## src/rtl/race_game_ctrl.sv

```systemverilog
// -----------------------------------------------------------------------------
// race_game_ctrl
//   Game-state controller for the racing game. Sits after the position
//   generator: every frame tick it looks at the player car and the two enemy
//   cars, detects collisions, counts enemies that wrapped past the bottom of
//   the screen as score, and manages lives. Its state gates the movement
//   counters (run_en) and drives the overlay/LED indicators.
//
//   Build option:
//     SCORE_BCD_EN  defined   -> score is 4-digit packed BCD, saturating at 9999
//                   undefined -> score is 16-bit binary, saturating at 16'hFFFF
//
//   Ports:
//     FPGACLK      in   1   system clock
//     RESET        in   1   asynchronous reset, active-low
//     frame_tick   in   1   one-cycle pulse per movement update
//     start_pulse  in   1   one-cycle start request (keyboard decode)
//     player_x     in  10   player car left edge
//     enemy1_y     in  10   enemy 1 top edge
//     enemy2_y     in  10   enemy 2 top edge
//     run_en       out  1   1 = movement counters may advance
//     state        out  2   0 IDLE, 1 PLAYING, 2 HIT, 3 GAME_OVER
//     lives        out  3   remaining lives
//     score        out 16   passed-enemy count
//     hit_flash    out  1   blink signal for the display while in HIT
// -----------------------------------------------------------------------------
module race_game_ctrl #(
  parameter logic [9:0] ENEMY1_X    = 10'd200,
  parameter logic [9:0] ENEMY2_X    = 10'd360,
  parameter logic [9:0] PLAYER_Y    = 10'd400,
  parameter logic [9:0] CAR_W       = 10'd40,
  parameter logic [9:0] CAR_H       = 10'd60,
  parameter int         START_LIVES = 3,
  parameter int         HIT_TICKS   = 4
) (
  input  logic        FPGACLK,
  input  logic        RESET,
  input  logic        frame_tick,
  input  logic        start_pulse,
  input  logic [9:0]  player_x,
  input  logic [9:0]  enemy1_y,
  input  logic [9:0]  enemy2_y,
  output logic        run_en,
  output logic [1:0]  state,
  output logic [2:0]  lives,
  output logic [15:0] score,
  output logic        hit_flash
);

  typedef enum logic [1:0] {
    ST_IDLE      = 2'd0,
    ST_PLAYING   = 2'd1,
    ST_HIT       = 2'd2,
    ST_GAME_OVER = 2'd3
  } state_e;

  localparam int HIT_CNT_W = (HIT_TICKS > 1) ? $clog2(HIT_TICKS) : 1;
  localparam logic [HIT_CNT_W-1:0] HIT_LAST = HIT_CNT_W'(HIT_TICKS - 1);
  localparam logic [2:0] LIVES_INIT = 3'(START_LIVES);

`ifdef SCORE_BCD_EN
  localparam logic [15:0] SCORE_MAX = 16'h9999;
`else
  localparam logic [15:0] SCORE_MAX = 16'hFFFF;
`endif

  // ---------------------------------------------------------------------------
  // State
  // ---------------------------------------------------------------------------
  state_e                 state_q,     state_d;
  logic [2:0]             lives_q,     lives_d;
  logic [15:0]            score_q,     score_d;
  logic                   hit_flash_q, hit_flash_d;
  logic [9:0]             prev_y1_q,   prev_y1_d;
  logic [9:0]             prev_y2_q,   prev_y2_d;
  logic [HIT_CNT_W-1:0]   hit_cnt_q,   hit_cnt_d;

  // ---------------------------------------------------------------------------
  // Geometry helpers
  // ---------------------------------------------------------------------------
  // Horizontal overlap: |px - ex| < CAR_W. The difference is taken in 11-bit
  // signed so a player left of the lane produces a negative value, not a wrap.
  function automatic logic h_overlap(input logic [9:0] px, input logic [9:0] ex);
    logic signed [10:0] diff;
    logic        [10:0] mag;
    diff = $signed({1'b0, px}) - $signed({1'b0, ex});
    mag  = diff[10] ? $unsigned(-diff) : $unsigned(diff);
    return mag < {1'b0, CAR_W};
  endfunction

  // Vertical overlap with the fixed player row; the extra bit keeps
  // ey + CAR_H from wrapping for enemies near the bottom of the 10-bit range.
  function automatic logic v_overlap(input logic [9:0] ey);
    logic [10:0] e_top, e_bot, p_top, p_bot;
    e_top = {1'b0, ey};
    e_bot = {1'b0, ey} + {1'b0, CAR_H};
    p_top = {1'b0, PLAYER_Y};
    p_bot = {1'b0, PLAYER_Y} + {1'b0, CAR_H};
    return (e_bot > p_top) && (e_top < p_bot);
  endfunction

  // Saturating score increment by 0, 1 or 2.
`ifdef SCORE_BCD_EN
  function automatic logic [15:0] score_add(input logic [15:0] s, input logic [1:0] inc);
    logic [15:0] r;
    logic [4:0]  d;
    logic [4:0]  c;
    r = '0;
    c = {3'b000, inc};
    for (int i = 0; i < 4; i++) begin
      d = {1'b0, s[4*i +: 4]} + c;
      if (d > 5'd9) begin
        r[4*i +: 4] = 4'(d - 5'd10);
        c           = 5'd1;
      end else begin
        r[4*i +: 4] = d[3:0];
        c           = 5'd0;
      end
    end
    // A carry out of the thousands digit means we passed 9999.
    return (c != 5'd0) ? SCORE_MAX : r;
  endfunction
`else
  function automatic logic [15:0] score_add(input logic [15:0] s, input logic [1:0] inc);
    logic [16:0] sum;
    sum = {1'b0, s} + {15'd0, inc};
    return sum[16] ? SCORE_MAX : sum[15:0];
  endfunction
`endif

  // ---------------------------------------------------------------------------
  // Per-tick events
  // ---------------------------------------------------------------------------
  logic       hit1, hit2, any_hit;
  logic       pass1, pass2;
  logic [1:0] n_pass;

  always_comb begin
    hit1    = h_overlap(player_x, ENEMY1_X) && v_overlap(enemy1_y);
    hit2    = h_overlap(player_x, ENEMY2_X) && v_overlap(enemy2_y);
    // Two simultaneous hits still cost only one life.
    any_hit = hit1 || hit2;
    // An enemy whose y went down since the last tick has wrapped past the bottom.
    pass1   = enemy1_y < prev_y1_q;
    pass2   = enemy2_y < prev_y2_q;
    n_pass  = {1'b0, pass1} + {1'b0, pass2};
  end

  // ---------------------------------------------------------------------------
  // Next-state logic
  // ---------------------------------------------------------------------------
  always_comb begin
    // NOTE: every signal written here is given its hold value first, so no
    // path through the case leaves one unassigned and no latch is inferred.
    state_d     = state_q;
    lives_d     = lives_q;
    score_d     = score_q;
    hit_flash_d = hit_flash_q;
    prev_y1_d   = prev_y1_q;
    prev_y2_d   = prev_y2_q;
    hit_cnt_d   = hit_cnt_q;

    // Previous enemy positions track every tick regardless of game state.
    if (frame_tick) begin
      prev_y1_d = enemy1_y;
      prev_y2_d = enemy2_y;
    end

    unique case (state_q)
      ST_IDLE, ST_GAME_OVER: begin
        // A start request takes priority over any tick on the same cycle.
        if (start_pulse) begin
          state_d     = ST_PLAYING;
          lives_d     = LIVES_INIT;
          score_d     = '0;
          hit_flash_d = 1'b0;
          hit_cnt_d   = '0;
          prev_y1_d   = enemy1_y;
          prev_y2_d   = enemy2_y;
        end
      end

      ST_PLAYING: begin
        if (frame_tick) begin
          if (any_hit) begin
            // A collision suppresses any pass scored on the same tick.
            if (lives_q > 3'd1) begin
              lives_d   = lives_q - 3'd1;
              state_d   = ST_HIT;
              hit_cnt_d = '0;
            end else begin
              lives_d = 3'd0;
              state_d = ST_GAME_OVER;
            end
          end else begin
            score_d = score_add(score_q, n_pass);
          end
        end
      end

      ST_HIT: begin
        if (frame_tick) begin
          if (hit_cnt_q == HIT_LAST) begin
            state_d     = ST_PLAYING;
            hit_flash_d = 1'b0;
            hit_cnt_d   = '0;
          end else begin
            hit_flash_d = ~hit_flash_q;
            hit_cnt_d   = hit_cnt_q + HIT_CNT_W'(1);
          end
        end
      end

      default: state_d = ST_IDLE;
    endcase
  end

  // ---------------------------------------------------------------------------
  // Registers
  // ---------------------------------------------------------------------------
  // NOTE: state is updated with non-blocking assignments so every flop samples
  // the pre-edge values and the order of statements below does not matter.
  always_ff @(posedge FPGACLK or negedge RESET) begin
    if (!RESET) begin
      state_q     <= ST_IDLE;
      lives_q     <= 3'd0;
      score_q     <= 16'd0;
      hit_flash_q <= 1'b0;
      prev_y1_q   <= 10'd0;
      prev_y2_q   <= 10'd0;
      hit_cnt_q   <= '0;
    end else begin
      state_q     <= state_d;
      lives_q     <= lives_d;
      score_q     <= score_d;
      hit_flash_q <= hit_flash_d;
      prev_y1_q   <= prev_y1_d;
      prev_y2_q   <= prev_y2_d;
      hit_cnt_q   <= hit_cnt_d;
    end
  end

  // ---------------------------------------------------------------------------
  // Outputs
  // ---------------------------------------------------------------------------
  assign state     = state_q;
  assign run_en    = (state_q == ST_PLAYING);
  assign lives     = lives_q;
  assign score     = score_q;
  assign hit_flash = hit_flash_q;

endmodule

```

## config.mk

```make
export PLATFORM = sky130hd
export DESIGN_NAME = race_game_ctrl
export DESIGN_NICKNAME = d
export VERILOG_FILES = /design/src/rtl/race_game_ctrl.sv
export SDC_FILE = /design/constraint.sdc
export NUM_CORES = 1
export LEC_CHECK = 0
export ABC_AREA = 1
export BUFFER_PORTS_ARGS = -buffer_cell sky130_fd_sc_hd__buf_2
export CAP_MARGIN = 30
export CORE_ASPECT_RATIO = 1.1
export CORE_MARGIN = 10
export CORE_UTILIZATION = 30
export CTS_CLUSTER_SIZE = 25
export DETAILED_ROUTE_END_ITERATION = 12
export HOLD_SLACK_MARGIN = 0.12
export PLACE_DENSITY = 0.56
export SLEW_MARGIN = 20
export SYNTH_ARGS = -nofsm -noshare
export SYNTH_HDL_FRONTEND = slang
export SYNTH_SLANG_ARGS = --single-unit
```

## constraint.sdc

```tcl
create_clock -name FPGACLK -period 4 [get_ports FPGACLK]
set_input_delay 0.6 -clock FPGACLK [delete_from_list [all_inputs] [get_ports FPGACLK]]
set_output_delay 0.6 -clock FPGACLK [all_outputs]
set_load 0.02 [all_outputs]
```

; Word-level counts from Yosys, hierarchy flattened
; Index checks and enable logic that the tools add are counted.
[classes]
addsub = 10
n_lt_le_gt_ge = 9
n_eq_ne = 11
muxes = 36
bitwise_logic = 1
n_reduce_logical = 14
[op_table]
columns = operator, count
row1 = two-way mux 16 bit, 4
row2 = two-way mux 10 bit, 6
row3 = case mux 16 bit (2 select lines), 1
row4 = adder 10 x 6 -> 11 bit (second input constant), 2
row5 = greater-than comparator 11 x 9 -> 1 bit (second input constant), 2
row6 = < comparator 11 x 6 -> 1 bit (second input constant), 2
row7 = two-way mux 11 bit, 2
row8 = two-way mux 2 bit, 11
row9 = negator 11 bit, 2
row10 = < comparator 10 bit, 2
row11 = < comparator 10 x 9 -> 1 bit (second input constant), 2
row12 = adder 16 x 2 -> 17 bit, 1
row13 = two-way mux 3 bit, 4
row14 = case mux 2 bit (3 select lines), 2
row15 = subtractor 10 x 8 -> 11 bit (second input constant), 1
row16 = subtractor 10 x 9 -> 11 bit (second input constant), 1
row17 = inequality test 2 bit (second input constant), 5
row18 = AND reduction 5 bit, 2
row19 = AND reduction 4 bit, 2
row20 = equality test 2 bit (second input constant), 3
row21 = case mux 3 bit (2 select lines), 1
row22 = logical AND 1 bit, 4
row23 = two-way mux 1 bit, 4
row24 = inequality test 2 x 1 -> 1 bit (second input constant), 2
row25 = other kinds (12), 13
[word_totals]
register_bits = 44
output_inout_bits = 23
elab_cells = 88

; Depth between registers and ports, before layout
[depth]
ltp_word = 9
mapped_depth = 19
depth_no_buf = 19

; Worst setup path after synthesis
; Ideal clock, no wire load.
[synth_path]
path_kind = input -> register
start = input enemy1_y[5]
end = register score_q[14] (netlist: score[14])
setup_ns = 0.117
arrival_ns = 2.995
slack_ns = 0.888
stages = 15
path_buffers = 0
cell_sequence = ha_1 > a21oi_1 > o21ai_0 > a221oi_1 > fa_1 > ha_1 > nand3_1 > nor3b_1 > nand2_1 > nor2_1 > nand4_1 > a21oi_1 > o21ai_0 > nand3_1 > nand2_1
[synth_via]
elab_chain_cells = 7
elab_cells_between_ends = 15
classes_between = add/sub (3) / order compare (3) / eq/ne (1) / mux (4) / reduce/logical (4)
[synth_lines]
columns = item, line_no
row1 = start: declaration, 41  ; input logic [9:0] enemy1_y,
row2 = < comparator 10 bit / adder 10 x 6 -> 11 bit (equally long branches), "144, 96"
row3 = adder 1 x 1 -> 2 bit / greater-than comparator 11 x 9 -> 1 bit (equally long branches), "146, 99"
row4 = adder 16 x 2 -> 17 bit / logical AND 1 bit (equally long branches), "126, 99"
row5 = two-way mux 16 bit / logical AND 1 bit (equally long branches), "127, 139"
row6 = two-way mux 16 bit / logical OR 1 bit (equally long branches), "185, 142"
row7 = two-way mux 16 bit / inequality test 2 bit (equally long branches), -
row8 = case mux 16 bit (2 select lines) / AND reduction 4 bit (equally long branches), -
row9 = end signal: assignment, 235  ; score_q <= score_d;
row10 = end: declaration, 72  ; logic [15:0] score_q, score_d;
; Parallel ways exist; a longest one is shown, timed or not. The select of a mux whose other input is x is not followed.
; A chain may end at the register's enable or synchronous reset.

; Final worst setup path
[layout_path]
start = input enemy2_y[5]
end = register score_q[14] (netlist: score[14])
[layout_via]
elab_chain_cells = 7
elab_cells_between_ends = 15
classes_between = add/sub (3) / order compare (3) / eq/ne (1) / mux (4) / reduce/logical (4)
[layout_lines]
columns = item, line_no
row1 = start: declaration, 42  ; input logic [9:0] enemy2_y,
row2 = < comparator 10 bit / adder 10 x 6 -> 11 bit (equally long branches), "145, 96"
row3 = adder 1 x 1 -> 2 bit / greater-than comparator 11 x 9 -> 1 bit (equally long branches), "146, 99"
row4 = adder 16 x 2 -> 17 bit / logical AND 1 bit (equally long branches), "126, 99"
row5 = two-way mux 16 bit / logical AND 1 bit (equally long branches), "127, 140"
row6 = two-way mux 16 bit / logical OR 1 bit (equally long branches), "185, 142"
row7 = two-way mux 16 bit / inequality test 2 bit (equally long branches), -
row8 = case mux 16 bit (2 select lines) / AND reduction 4 bit (equally long branches), -
; Parallel ways exist; a longest one is shown, timed or not. The select of a mux whose other input is x is not followed.

==> flow_summary_export.csv <==
group,metric,value,unit
sta,worst_hold_slack,0.249,ns
cts,clk_path_buf_depth,2,
synthesis,netlist_instances,510,
power,ir_drop,149,uV
global_route,grt_overflow,0,
global_route,grt_pass1_wl,14.4,mm
cells_and_area,drive_above_1_share,0.152,
worst_setup_path,crit_type,"input pin to register",
cts,cts_max_level,2,
worst_setup_path,crit_fanout,4,
synthesis,synthDistinctLibCells,34,
synthesis,synth_top_family_by_area,"simple AND/OR/NAND/NOR gates",
global_route,grtUsageTotal,0.106,
drt,ant_nets,0,
synthesis,yosys.area_share.simple,0.363,
sta,setup_viol,0,
worst_setup_path,cp.required,4.18,ns
place,io_buffers,56,
floorplanning,core,11300,um^2
drt,wire_per_inst,11.8,um
cells_and_area,final_util,0.356,
sta,timing.fmax,0.294,GHz
floorplanning,die_area,16200,um^2
synthesis,ys_ff_latch,44,
drt,remaining_drc_errors,0,
place,dp_hpwl,6.79,mm
cts,clock_latency,0.29,ns
place,gp_congestion,0.847,
global_route,antenna_found_initial,0,
cts,cts_tree,"yes",
power,p_leak,0.00223,uW
sta,timing.final.crit_share,0.850,
floorplanning,die_y,132,um
synthesis,muxShareOfSynthArea,0,
synthesis,synth_compound_area_frac,0.106,
drt,viasPerCell,4.64,
synthesis,yosysWarnings,0,
cells_and_area,area_growth,17.1,%
cts,cts_hold_buf,0,
drt,num_vias,3312,
power,p_per_area,436,nW/um^2
synthesis,ys_seq_area_frac,0.319,
sta,tns,0,ns
worst_setup_path,end_kind,"register",
floorplanning,fp.dieW,122,um
worst_setup_path,arrival,3.58,ns
global_route,grt_max_degree,28,
synthesis,synthXorXnorAreaFrac,0.0178,
job,cap_violations,0,
global_route,grt_pass1_vias,3198,
cts,cts_buffers,5,
worst_hold_path,min_path_type,"input pin to asynchronous set/reset pin",
floorplanning,ios,57,
drt,drt_wl_total,8.45,mm
outcome,status,"finished clean",
cells_and_area,final_cell_mix,"nand2_1, inv_1, buf_2",
worst_setup_path,start_kind,"input pin",
place,dp.cells,707,
cts,cts-root-buf,"clkbuf_16",
place,place_ws,0.310,ns
cts,cts-resized-gates,0,
drt,firstDrtPassIters,4,
synthesis,synthAdderAreaFrac,0.100,
cells_and_area,final_common_cell,"nand2_1",
cts,clk_pin_slew,0.06,ns
sta,setup_ws,0.598,ns
floorplanning,num_rows,41,
cells_and_area,fin_nets,625,
synthesis,netlist_area,3450,um^2
sta,max_slew_margin,0.660,
synthesis,synth_fp_nets,571,
sta,worst_slew_pin_slew,0.509,ns
cells_and_area,diodes,0,
sta,slew_viol_final,0,
floorplanning,start_util,0.304,
sta,fin_worst_skew,0.00706,ns
sta,rsz0062_at_grt,"false",
cts,clock-sinks,44,
sta,min_period,3.40,ns
sta,hold_viol_final,0,
cells_and_area,fin_cells,714,
cts,postCtsSetupBuffers,0,
drt,drt_iter0_drc,144,
synthesis,avgSynthCellArea,6.76,um^2
[report_power, final]
group	total [uW]	switching (uW)	internal [uW]	leakage (uW)
sequential	588	58.9	529	0.000566
combinational	776	508	268	0.00160
clock	395	168	227	0.0000657
[flip-flops by register name (all words and copies together) (netlist names)]
signal,cells
prev_y2_q,10
prev_y1_q,10
score,16
hit_flash,1
state,2
lives,3
hit_cnt_q,2
[synthesized netlist by cell type, drive strengths merged]
master,instances,area [um^2]
nor3b,1,7.51
nand3,54,280
o31ai,2,15.0
o22ai,1,6.26
nor4,2,12.5
buf,8,57.6
clkbuf,4,15.0
dfrtp,44,1100
or2,7,43.8
nand3b,3,22.5
nor2,31,124
o21ai,37,185
o21bai,2,15.0
a211oi,1,7.51
nor3,6,30.0
xor2,3,26.3
inv,67,251
a221oi,1,8.76
nand2,175,674
fa,1,20.0
nand4,9,56.3
a21oi,17,96.4
o211ai,2,15.0
ha,26,325
xnor2,4,35.0
o21a,2,15.0
[area by class of cell]
class / instances / area (um^2)
clock inverter: 2 / 12.5
multi-input combinational: 387 / 2020
clock buffer: 5 / 125
inverter: 67 / 251
tap: 150 / 188
sequential: 44 / 1100
fill: 1229 / 7300
timing repair buffer: 59 / 335
[through the flow]
| step | instance area [um^2] | power (uW) |
|---|---|---|
| finish | 4040 | 1760 |
| global route | 4040 | 1940 |
| CTS | 4040 | 1790 |
| detailed placement | 3900 | 1380 |
| global placement | 3850 | 1360 |
| floorplan | 3450 | 1170 |
[critical path, stage by stage]
cell,delay [ns]
buf_2,0.12
ha_1,0.30
a21oi_1,0.15
o21ai_0,0.09
a211oi_1,0.40
fa_1,0.28
ha_1,0.20
nand3_1,0.12
nor3b_1,0.45
nand2_1,0.15
nor2_1,0.21
nand4_1,0.14
a21oi_1,0.13
o21ai_0,0.09
nand3_1,0.09
nand2_1,0.05
[per-layer routing]
layer,track usage,up-vias,part of all wire
met5,0,-,0
met4,0.0334,0,0.014
met3,0.0196,8,0.039
met2,0.190,60,0.49
met1,0.121,1494,0.45
li1,-,1750,-
[final timing paths]
kind	startpoint	end	slack [ns]	cells after the start
worst max-delay path	enemy2_y[5]	score[14]$_DFFE_PN0P_	0.60	16
worst min-delay path	RESET	prev_y2_q[5]$_DFF_PN0_	0.25	1
worst max register to register	prev_y2_q[5]$_DFF_PN0_	score[14]$_DFFE_PN0P_	0.68	16
worst min register to register	hit_cnt_q[1]$_DFFE_PN0P_	hit_cnt_q[1]$_DFFE_PN0P_	0.49	2
max in group asynchronous	RESET	score[10]$_DFFE_PN0P_	3.25	2
min in group FPGACLK	hit_cnt_q[1]$_DFFE_PN0P_	hit_cnt_q[1]$_DFFE_PN0P_	0.49	2
[logic make-up (layout without fill, tap and decap cells)]
| group | after synthesis | count (layout) |
|---|---|---|
| AND/OR/NAND/NOR | 288 | 288 |
| buffers and inverters | 79 | 133 |
| AO/OA/AOI/OAI | 65 | 65 |
| flip-flops | 44 | 44 |
| adder cells (fa/ha/maj) | 27 | 27 |
| XOR/XNOR | 7 | 7 |
Note: power is estimated with default switching activity, not from simulation.
